## src/rtl/uart_rx_fifo.sv

```systemverilog
`default_nettype none
// ============================================================================
// Module   : uart_rx_fifo
// Purpose  : 8N1 UART receiver with 16x oversampling, 2-flop input
//            synchronizer and a first-word-fall-through receive FIFO.
//            Framing errors and overruns are reported as one-cycle pulses.
//            Defining UART_RX_PARITY_EN switches the frame to 8E1 and adds
//            the parity_err output.
// Revision : 1.0 - initial release
// ============================================================================
module uart_rx_fifo #(
  parameter int CLK_HZ     = 24000000,
  parameter int BAUD       = 115200,
  parameter int FIFO_DEPTH = 4
) (
  input  logic       clk,
  input  logic       rst,
  input  logic       rx,
  input  logic       rd_en,
  output logic [7:0] rd_data,
  output logic       rd_valid,
  output logic       busy,
  output logic       frame_err,
`ifdef UART_RX_PARITY_EN
  output logic       parity_err,
`endif
  output logic       overrun
);

  localparam int DIV_RAW = CLK_HZ / (16 * BAUD);
  localparam int DIV     = (DIV_RAW < 1) ? 1 : DIV_RAW;
  localparam int CW      = (DIV > 1) ? $clog2(DIV) : 1;
  localparam int AW      = (FIFO_DEPTH > 1) ? $clog2(FIFO_DEPTH) : 1;

`ifdef UART_RX_PARITY_EN
  typedef enum logic [2:0] {
    S_IDLE   = 3'd0,
    S_START  = 3'd1,
    S_DATA   = 3'd2,
    S_STOP   = 3'd3,
    S_BREAK  = 3'd4,
    S_PARITY = 3'd5
  } state_t;
`else
  typedef enum logic [2:0] {
    S_IDLE  = 3'd0,
    S_START = 3'd1,
    S_DATA  = 3'd2,
    S_STOP  = 3'd3,
    S_BREAK = 3'd4
  } state_t;
`endif

  logic          rx_meta_q, rx_s_q;
  logic [CW-1:0] div_cnt_q;
  logic          tick;
  logic          start_edge;
  state_t        state_q, state_d;
  logic [3:0]    sub_q, sub_d;
  logic [2:0]    bit_q, bit_d;
  logic [7:0]    shift_q, shift_d;
  logic          push;
  logic          fe_d, frame_err_q;
  logic          ov_d, overrun_q;
`ifdef UART_RX_PARITY_EN
  logic          par_bad_q, par_bad_d;
  logic          pe_d, parity_err_q;
`endif

  logic [7:0]    mem_q [FIFO_DEPTH];
  logic [AW:0]   wr_ptr_q, rd_ptr_q;
  logic          full, pop, push_ok;

  // Two-flop synchronizer; presets to the idle (high) line level
  always_ff @(posedge clk) begin
    if (rst) begin
      rx_meta_q <= 1'b1;
      rx_s_q    <= 1'b1;
    end else begin
      rx_meta_q <= rx;
      rx_s_q    <= rx_meta_q;
    end
  end

  assign start_edge = (state_q == S_IDLE) && !rx_s_q;
  assign tick       = (div_cnt_q == CW'(DIV - 1));

  // Oversample tick divider, re-phased to the detected start edge
  always_ff @(posedge clk) begin
    if (rst || start_edge || tick) begin
      div_cnt_q <= '0;
    end else begin
      div_cnt_q <= div_cnt_q + 1'b1;
    end
  end

  // Receiver state and datapath registers
  always_ff @(posedge clk) begin
    if (rst) begin
      state_q      <= S_IDLE;
      sub_q        <= '0;
      bit_q        <= '0;
      shift_q      <= '0;
      frame_err_q  <= 1'b0;
      overrun_q    <= 1'b0;
`ifdef UART_RX_PARITY_EN
      par_bad_q    <= 1'b0;
      parity_err_q <= 1'b0;
`endif
    end else begin
      state_q      <= state_d;
      sub_q        <= sub_d;
      bit_q        <= bit_d;
      shift_q      <= shift_d;
      frame_err_q  <= fe_d;
      overrun_q    <= ov_d;
`ifdef UART_RX_PARITY_EN
      par_bad_q    <= par_bad_d;
      parity_err_q <= pe_d;
`endif
    end
  end

  // Next-state logic; samples land on sub-tick 8 of start, 16 of later bits
  always_comb begin
    state_d = state_q;
    sub_d   = sub_q;
    bit_d   = bit_q;
    shift_d = shift_q;
    push    = 1'b0;
    fe_d    = 1'b0;
`ifdef UART_RX_PARITY_EN
    par_bad_d = par_bad_q;
    pe_d      = 1'b0;
`endif
    unique case (state_q)
      S_IDLE: begin
        if (!rx_s_q) begin
          state_d = S_START;
          sub_d   = '0;
        end
      end
      S_START: begin
        if (tick) begin
          if (sub_q == 4'd7) begin
            sub_d   = '0;
            bit_d   = '0;
            state_d = rx_s_q ? S_IDLE : S_DATA;
          end else begin
            sub_d = sub_q + 4'd1;
          end
        end
      end
      S_DATA: begin
        if (tick) begin
          sub_d = sub_q + 4'd1;
          if (sub_q == 4'd15) begin
            shift_d = {rx_s_q, shift_q[7:1]};
            bit_d   = bit_q + 3'd1;
            if (bit_q == 3'd7) begin
`ifdef UART_RX_PARITY_EN
              state_d = S_PARITY;
`else
              state_d = S_STOP;
`endif
            end
          end
        end
      end
`ifdef UART_RX_PARITY_EN
      S_PARITY: begin
        if (tick) begin
          sub_d = sub_q + 4'd1;
          if (sub_q == 4'd15) begin
            par_bad_d = ^{shift_q, rx_s_q};
            pe_d      = ^{shift_q, rx_s_q};
            state_d   = S_STOP;
          end
        end
      end
`endif
      S_STOP: begin
        if (tick) begin
          sub_d = sub_q + 4'd1;
          if (sub_q == 4'd15) begin
            if (rx_s_q) begin
`ifdef UART_RX_PARITY_EN
              push = !par_bad_q;
`else
              push = 1'b1;
`endif
              state_d = S_IDLE;
            end else begin
              fe_d    = 1'b1;
              state_d = S_BREAK;
            end
          end
        end
      end
      S_BREAK: begin
        if (rx_s_q) begin
          state_d = S_IDLE;
        end
      end
      default: state_d = S_IDLE;
    endcase
  end

  assign full    = (wr_ptr_q[AW] != rd_ptr_q[AW]) &&
                   (wr_ptr_q[AW-1:0] == rd_ptr_q[AW-1:0]);
  assign pop     = rd_en && rd_valid;
  assign push_ok = push && (!full || pop);
  assign ov_d    = push && full && !pop;

  // FIFO storage and pointers; a pop frees the slot a same-cycle push uses
  always_ff @(posedge clk) begin
    if (rst) begin
      wr_ptr_q <= '0;
      rd_ptr_q <= '0;
      for (int i = 0; i < FIFO_DEPTH; i++) begin
        mem_q[i] <= '0;
      end
    end else begin
      if (pop) begin
        rd_ptr_q <= rd_ptr_q + 1'b1;
      end
      if (push_ok) begin
        mem_q[wr_ptr_q[AW-1:0]] <= shift_q;
        wr_ptr_q                <= wr_ptr_q + 1'b1;
      end
    end
  end

  assign rd_data   = mem_q[rd_ptr_q[AW-1:0]];
  assign rd_valid  = (wr_ptr_q != rd_ptr_q);
  assign busy      = (state_q != S_IDLE);
  assign frame_err = frame_err_q;
  assign overrun   = overrun_q;
`ifdef UART_RX_PARITY_EN
  assign parity_err = parity_err_q;
`endif

endmodule
`default_nettype wire
```

## config.mk

```make
export PLATFORM = sky130hd
export DESIGN_NAME = uart_rx_fifo
export DESIGN_NICKNAME = d
export VERILOG_FILES = /design/src/rtl/uart_rx_fifo.sv
export SDC_FILE = /design/constraint.sdc
export NUM_CORES = 1
export LEC_CHECK = 0
export CAP_MARGIN = 20
export CORE_MARGIN = 2
export CORE_UTILIZATION = 59
export DETAILED_ROUTE_END_ITERATION = 7
export PLACE_DENSITY_LB_ADDON = 0.05
export SYNTH_ARGS = -nofsm -noshare
export SYNTH_HDL_FRONTEND = slang
export SYNTH_SLANG_ARGS = --single-unit
```

## constraint.sdc

```tcl
create_clock -name clk -period 2.95 [get_ports clk]
set_input_delay 0.295 -clock clk [delete_from_list [all_inputs] [get_ports clk]]
set_output_delay 0.295 -clock clk [all_outputs]
set_load 0.05 [all_outputs]
```

==> reports/results.ini, run 1 <==
[global_route]
track_usage_pct = 20.5
grt-ovfl-total = 0
antenna_found_initial = 0
grt_pass1_vias = 1806
grt_pass1_wl_mm = 8.53
grt_max_degree = 36

[final_layout]
antenna_cells = 0
drive_above_1_share_pct = 18.5
areaGrowthSynthToFinish_pct = 14.5
fin_nets = 277

[drt]
dr_total_vias = 1883
drtIter0Drc = 85
first_pass_iters = 4
wire_per_inst_um = 15.1
drcViolationCount = 0
detail-route-antenna-nets = 0
via_per_inst = 5.52
finalWirelength_mm = 5.14

[logic_synthesis]
synth_top_flop_cell = dfxtp_1
synth-seq-cells = 66
synth_area_um2 = 3040
syn_inst = 245
ys_seq_area_share_pct = 54.0
synthTopCellsByArea = edfxtp_1 32%, dfxtp_1 22%, and2_1 6.6%
synth-edff-count = 32
ys_warn_count = 0
syn_area_per_cell_um2 = 12.4
netlist.area_leader.share_pct = 31.6
syn_nets = 256
ys_types = 50
synth_top_area_cell = edfxtp_1
async_reset_ff_share_pct = 0

[floorplanning]
die_height_um = 75.8
dieWidth_um = 75.8
core_area_um2 = 5040
initial_utilization_pct = 60.2
ioPinCount = 16
std_cell_rows = 26
dieArea_um2 = 5740

[cts]
cts_resized = 0
cts_made_buffers = 9
root_buffer = clkbuf_8
clock_latency_ns = 0.33
clk_path_buf_depth = 2
htree_levels = 3
cts_sinks = 66
postCtsSetupBuffers = 0
path_clk_slew_ns = 0.07
ctsHoldBuffers = 0
cts_tree = yes

[sta]
fin_crit_sh_pct = 87.9
rsz0062_at_grt = no
post-route-min-period_ns = 2.59
slew_headroom_pct = 62.6
finalSetupTns_ns = 0
setup_viol = 0
fmax_mhz = 386
slew_viol_final = 0
worst_slack_ns = 0.358
clock_skew_ns = 0.00902
whs_ns = 0.416
hold_viol = 0
tightest_slew_ns = 0.559

[power]
power.leakage_nw = 1.27
vdd_drop_max_uv = 350
p_per_area_nw_per_um2 = 540

[placed_design]
numPortBuffers = 15
dp_worst_setup_slack_ns = 0.647
dp_hpwl_mm = 3.56
gp_congestion = 0.745

[critical_path]
crit_fanout = 8
critical_path.endpoint_type = primary output
crit_arrival_ns = 2.30
required_ns = 2.65
critical_path_class = reg -> out
start_kind = flop

[run_status]
outcome = finished clean

[hold_path]
hold_class = reg -> reg

[flow_run]
maxCapViolCount = 0

-- synthesized netlist by cell type, types with 3 or more instances --
cell type	n
dfxtp_1	34
and2_1	32
edfxtp_1	32
nor2_1	27
mux2i_1	11
mux4_2	8
clkbuf_1	7
ha_1	7
nand3_1	7
or2_2	5
a21oi_1	4
inv_1	4
nand2_1	4
o21ai_0	4
xor2_1	4
nor3_1	3
nor4b_4	3
o31ai_1	3
xnor2_1	3
-- through the flow --
step / utilization (%) / instances / cell area [µm²] / power [mW]
after global routing: 69.0 / 341 / 3480 / 1.94
after CTS: 69.0 / 341 / 3480 / 1.90
final: 69.0 / 341 / 3480 / 1.88
after floorplan: - / 245 / 3040 / 1.07
after detailed placement: 64.8 / 325 / 3270 / 1.10
after global placement: 64.8 / 325 / 3270 / 1.10
-- kinds of logic after synthesis --
family / synth area share [%]
AOI/OAI and AO/OA: 5.07
adders and majority gates: 2.88
and+or+nand+nor: 22.4
muxes: 10.3
DFF: 54.0
xor gates and xnor gates: 3.09
buffers and inverters: 2.18
-- state kept, by name, indices dropped and copies added, names as in the netlist, named ones only --
| register | count |
|---|---|
| bit_q | 3 |
| div_cnt_q | 4 |
| frame_err | 1 |
| mem_q | 32 |
| overrun | 1 |
| rd_ptr_q | 3 |
| rx_meta_q | 1 |
| rx_s_q | 1 |
| shift_q | 8 |
| state_q | 3 |
| sub_q | 4 |
| wr_ptr_q | 3 |
-- area by class of cell --
type,count,area (µm²)
sequential,66,1640
inverter,4,15.0
tap,70,87.6
fill,363,1560
timing repair buffer,21,195
multi-input combinational,164,1330
clock buffer,11,131
clock inverter,5,78.8
-- layer usage --
| metal | track usage (%) | routed length (µm) | up-vias | share of wire, % |
|---|---|---|---|---|
| met1 | 25.8 | 2380 | 921 | 46 |
| met4 | 7.99 | 54 | 0 | 1.0 |
| met3 | 5.69 | 110 | 4 | 2.1 |
| met2 | 33.6 | 2600 | 23 | 51 |
| met5 | 0 | 0 | - | 0 |
| li1 | - | - | 935 | - |
-- cells in the final DEF (no fill, tap or decap), types with 3 or more instances in the layout --
master,n
a21oi_1,4
and2_1,32
buf_4,6
clkbuf_8,9
clkdlybuf4s50_1,15
dfxtp_1,34
edfxtp_1,32
ha_1,7
inv_1,4
mux2i_1,11
mux4_2,8
nand2_1,4
nand3_1,7
nor2_1,27
nor3_1,3
nor4b_4,3
o21ai_0,4
o31ai_1,3
or2_2,5
xnor2_1,3
xor2_1,4
-- where the power goes --
part | internal [mW] | switching [mW]
clock | 0.475 | 0.324
combinational | 0.0324 | 0.0519
sequential | 0.984 | 0.0123
total | 1.49 | 0.388
-- worst paths after layout --
check                                               from                        end  slack, ns  depth (start not counted)
worst min-delay path                rx_meta_q$_SDFF_PP1_          rx_s_q$_SDFF_PP1_       0.42                          1
worst max-delay path            wr_ptr_q[0]$_SDFFE_PP0P_                   rd_valid       0.36                          3
worst max register to register     sub_q[0]$_SDFFE_PP0P_  mem_q[1][3]$_SDFFCE_PN0P_       0.67                          5
worst min register to register      rx_meta_q$_SDFF_PP1_          rx_s_q$_SDFF_PP1_       0.42                          1
-- worst max-delay path, stage by stage (launching register included) --
cell and delay, ns:
dfxtp_1 0.59, xor2_2 0.20, or3_2 0.47, clkdlybuf4s50_1 0.71
Power figures use the tool's default switching activity.
==> run 2: changes to the inputs <==
--- a/config.mk
+++ b/config.mk
@@ -5,8 +5,7 @@
 export SDC_FILE = /design/constraint.sdc
 export NUM_CORES = 1
 export LEC_CHECK = 0
-export CAP_MARGIN = 20
-export CORE_MARGIN = 2
+export CAP_MARGIN = 10
 export CORE_UTILIZATION = 59
 export DETAILED_ROUTE_END_ITERATION = 7
 export PLACE_DENSITY_LB_ADDON = 0.05
==> run 2 against run 1 <==
First-iteration DRC count increased by 44%; hold slack better by 0.0078 ns; clock power shrank 22%; total power down 9.2%; routed wire length decreased by 1.1%; register-to-register slack is essentially flat; count of clock-buffer cells in the layout fell by 1; die area decreased by 5.2%; cell area decreased by 1.5%; maximum frequency about the same; clock skew shrank 0.0037 ns; critical path type unchanged; critical endpoint unchanged.
==> reports/results.ini, run 2 (synthesis gave the netlist of run 1 again) <==
[final_layout]
areaGrowthSynthToFinish_pct = 12.8  ; was 14.5%
reg_top3 = mem_q (32), shift_q (8)  ; unchanged
fin_nets = 277  ; unchanged
final_cell_mix = 34 x dfxtp_1, 32 x and2_1, 32 x edfxtp_1  ; unchanged
layout_commonest_cell = dfxtp_1  ; unchanged
drive_above_1_share_pct = 18.1  ; was 18.5%
largest_reg_flops = 32  ; unchanged
antenna_cells = 0  ; unchanged
top_register = mem_q  ; unchanged

[power]
p_clk_share_pct = 36.7  ; was 42.5%
p_int_mw = 1.31  ; was 1.49 mW
seqPwrFrac_pct = 58.4  ; was 53.0%
p_sw_share_pct = 23.0  ; was 20.7%
combPwrFrac_pct = 4.9  ; was 4.5%
power_mw = 1.71  ; was 1.88 mW
vdd_drop_max_uv = 297  ; was 350 µV
power.leakage_nw = 1.24  ; was 1.27 nW
p_sw_mw = 0.393  ; was 0.388 mW
p_per_area_nw_per_um2 = 498  ; was 540 nW/µm²

[run_status]
outcome = finished clean  ; unchanged

[hold_path]
whs_endpoint = rx_s_q$_SDFF_PP1_  ; unchanged
hold_class = reg -> reg  ; unchanged
min_from = rx_meta_q$_SDFF_PP1_  ; unchanged
min_path_cells = 1  ; unchanged

[sta]
whs_ns = 0.423  ; was 0.416 ns
clock_skew_ns = 0.00530  ; was 0.00902 ns
slew_headroom_pct = 63.5  ; was 62.6%
setup_viol = 0  ; unchanged
hold_viol = 0  ; unchanged
tightest_slew_ns = 0.540  ; was 0.559 ns
rsz0062_at_grt = no  ; unchanged
slew_viol_final = 0  ; unchanged
post-route-min-period_ns = 2.59  ; about the same
fin_crit_sh_pct = 88.0  ; was 87.9%
finalSetupTns_ns = 0  ; unchanged
fmax_mhz = 385  ; was 386 MHz

[global_route]
grt-ovfl-total = 0  ; unchanged
grt_pass1_wl_mm = 8.69  ; was 8.53 mm
grt_max_degree = 36  ; unchanged
antenna_found_initial = 0  ; unchanged
grt_pass1_vias = 1786  ; was 1806
track_usage_pct = 21.9  ; was 20.5%

[floorplanning]
dieWidth_um = 73.8  ; was 75.8 µm
initial_utilization_pct = 62.7  ; was 60.2%
core_area_um2 = 4850  ; was 5040 µm²
std_cell_rows = 25  ; was 26
dieArea_um2 = 5440  ; was 5740 µm²
ioPinCount = 16  ; unchanged
die_height_um = 73.8  ; was 75.8 µm

[cts]
path_clk_slew_ns = 0.07  ; about the same
clk_path_buf_depth = 2  ; unchanged
cts_sinks = 66  ; unchanged
cts_resized = 0  ; unchanged
cts_made_buffers = 9  ; unchanged
ctsHoldBuffers = 0  ; unchanged
htree_levels = 3  ; unchanged
postCtsSetupBuffers = 0  ; unchanged
cts_tree = yes  ; unchanged
root_buffer = clkbuf_8  ; unchanged
clock_latency_ns = 0.33  ; about the same

[critical_path]
critical_path_class = reg -> out  ; unchanged
start_kind = flop  ; unchanged
r2r-end = mem_q[0][1]$_SDFFCE_PN0P_  ; was mem_q[1][3]$_SDFFCE_PN0P_
rrSetupSlack_ns = 0.66  ; was 0.67 ns
required_ns = 2.65  ; about the same
crit_fanout = 7  ; was 8
reg2reg_from = sub_q[0]$_SDFFE_PP0P_  ; unchanged
ff2ff_path_depth = 6  ; was 5
crit_arrival_ns = 2.30  ; about the same
critical_path.endpoint_type = primary output  ; unchanged

[drt]
detail-route-antenna-nets = 0  ; unchanged
drtIter0Drc = 122  ; was 85
finalWirelength_mm = 5.09  ; was 5.14 mm
first_pass_iters = 4  ; unchanged
drcViolationCount = 0  ; unchanged
via_per_inst = 5.56  ; was 5.52
wire_per_inst_um = 15.0  ; was 15.1 µm
dr_total_vias = 1879  ; was 1883

[placed_design]
gp_congestion = 0.832  ; was 0.745
numPortBuffers = 15  ; unchanged
dp_hpwl_mm = 3.42  ; was 3.56 mm

[flow_run]
maxCapViolCount = 0  ; unchanged

==> run 2: worst max path at each step <==
stage,depth (start not counted),to,from
3_5_place_dp,5,mem_q[1][5]$_SDFFCE_PN0P_,rd_en
4_1_cts,2,rd_data[7],flop
3_3_place_gp,5,mem_q[1][5]$_SDFFCE_PN0P_,rd_en
6_report,3,rd_valid,wr_ptr_q[1]$_SDFFE_PP0P_
2_1_floorplan,5,mem_q[1][0]$_SDFFCE_PN0P_,sub_q[0]$_SDFFE_PP0P_
5_1_grt,2,rd_data[7],flop
==> run 2: final cells by class <==
cell class	count	area, µm²
Clock buffer	10	128
Clock inverter	6	33.8
Fill cell	376	1420
Inverter	4	15.0
Multi-Input combinational cell	164	1330
Sequential cell	66	1640
Tap cell	67	83.8
Timing Repair Buffer	21	195
==> run 2: critical path: stages (launching register included) <==
cell and delay, ns:
dfxtp_1 0.58, xor2_2 0.18, or3_2 0.50, clkdlybuf4s50_1 0.71
==> run 2: per-layer routing <==
layer / routed length (µm) / global-route usage [%] / vias up
li1: - / - / 935
met1: 2370 / 28.7 / 904
met2: 2480 / 34.8 / 33
met3: 159 / 5.76 / 7
met4: 78 / 8.76 / 0
met5: 0 / 0 / -
==> run 2: power groups by stage <==
stage	registers [mW]	logic (mW)	clock network, mW
floorplan	1.01	0.0623	0
global route	1.00	0.0907	0.685
global placement	1.02	0.0838	0
finish	0.997	0.0836	0.626
CTS	0.998	0.0848	0.643
detailed placement	1.02	0.0844	0
==> run 2: through the flow <==
step	util, %	instances	setup WS (ns)	instance area, µm²
floorplan	-	245	0.753	3040
global placement	67.4	322	0.671	3270
detailed placement	67.4	322	0.648	3270
CTS	70.7	338	0.320	3430
global route	70.7	338	0.234	3430
finish	70.7	338	0.355	3430
==> run 3: changes to the inputs <==
--- a/config.mk
+++ b/config.mk
@@ -9,6 +9,7 @@
 export CORE_UTILIZATION = 59
 export DETAILED_ROUTE_END_ITERATION = 7
 export PLACE_DENSITY_LB_ADDON = 0.05
+export SKIP_CTS_REPAIR_TIMING = 1
 export SYNTH_ARGS = -nofsm -noshare
 export SYNTH_HDL_FRONTEND = slang
 export SYNTH_SLANG_ARGS = --single-unit
==> results of run 3 <==
No change in the layout: final DEF, timing and power equal those of run 2.
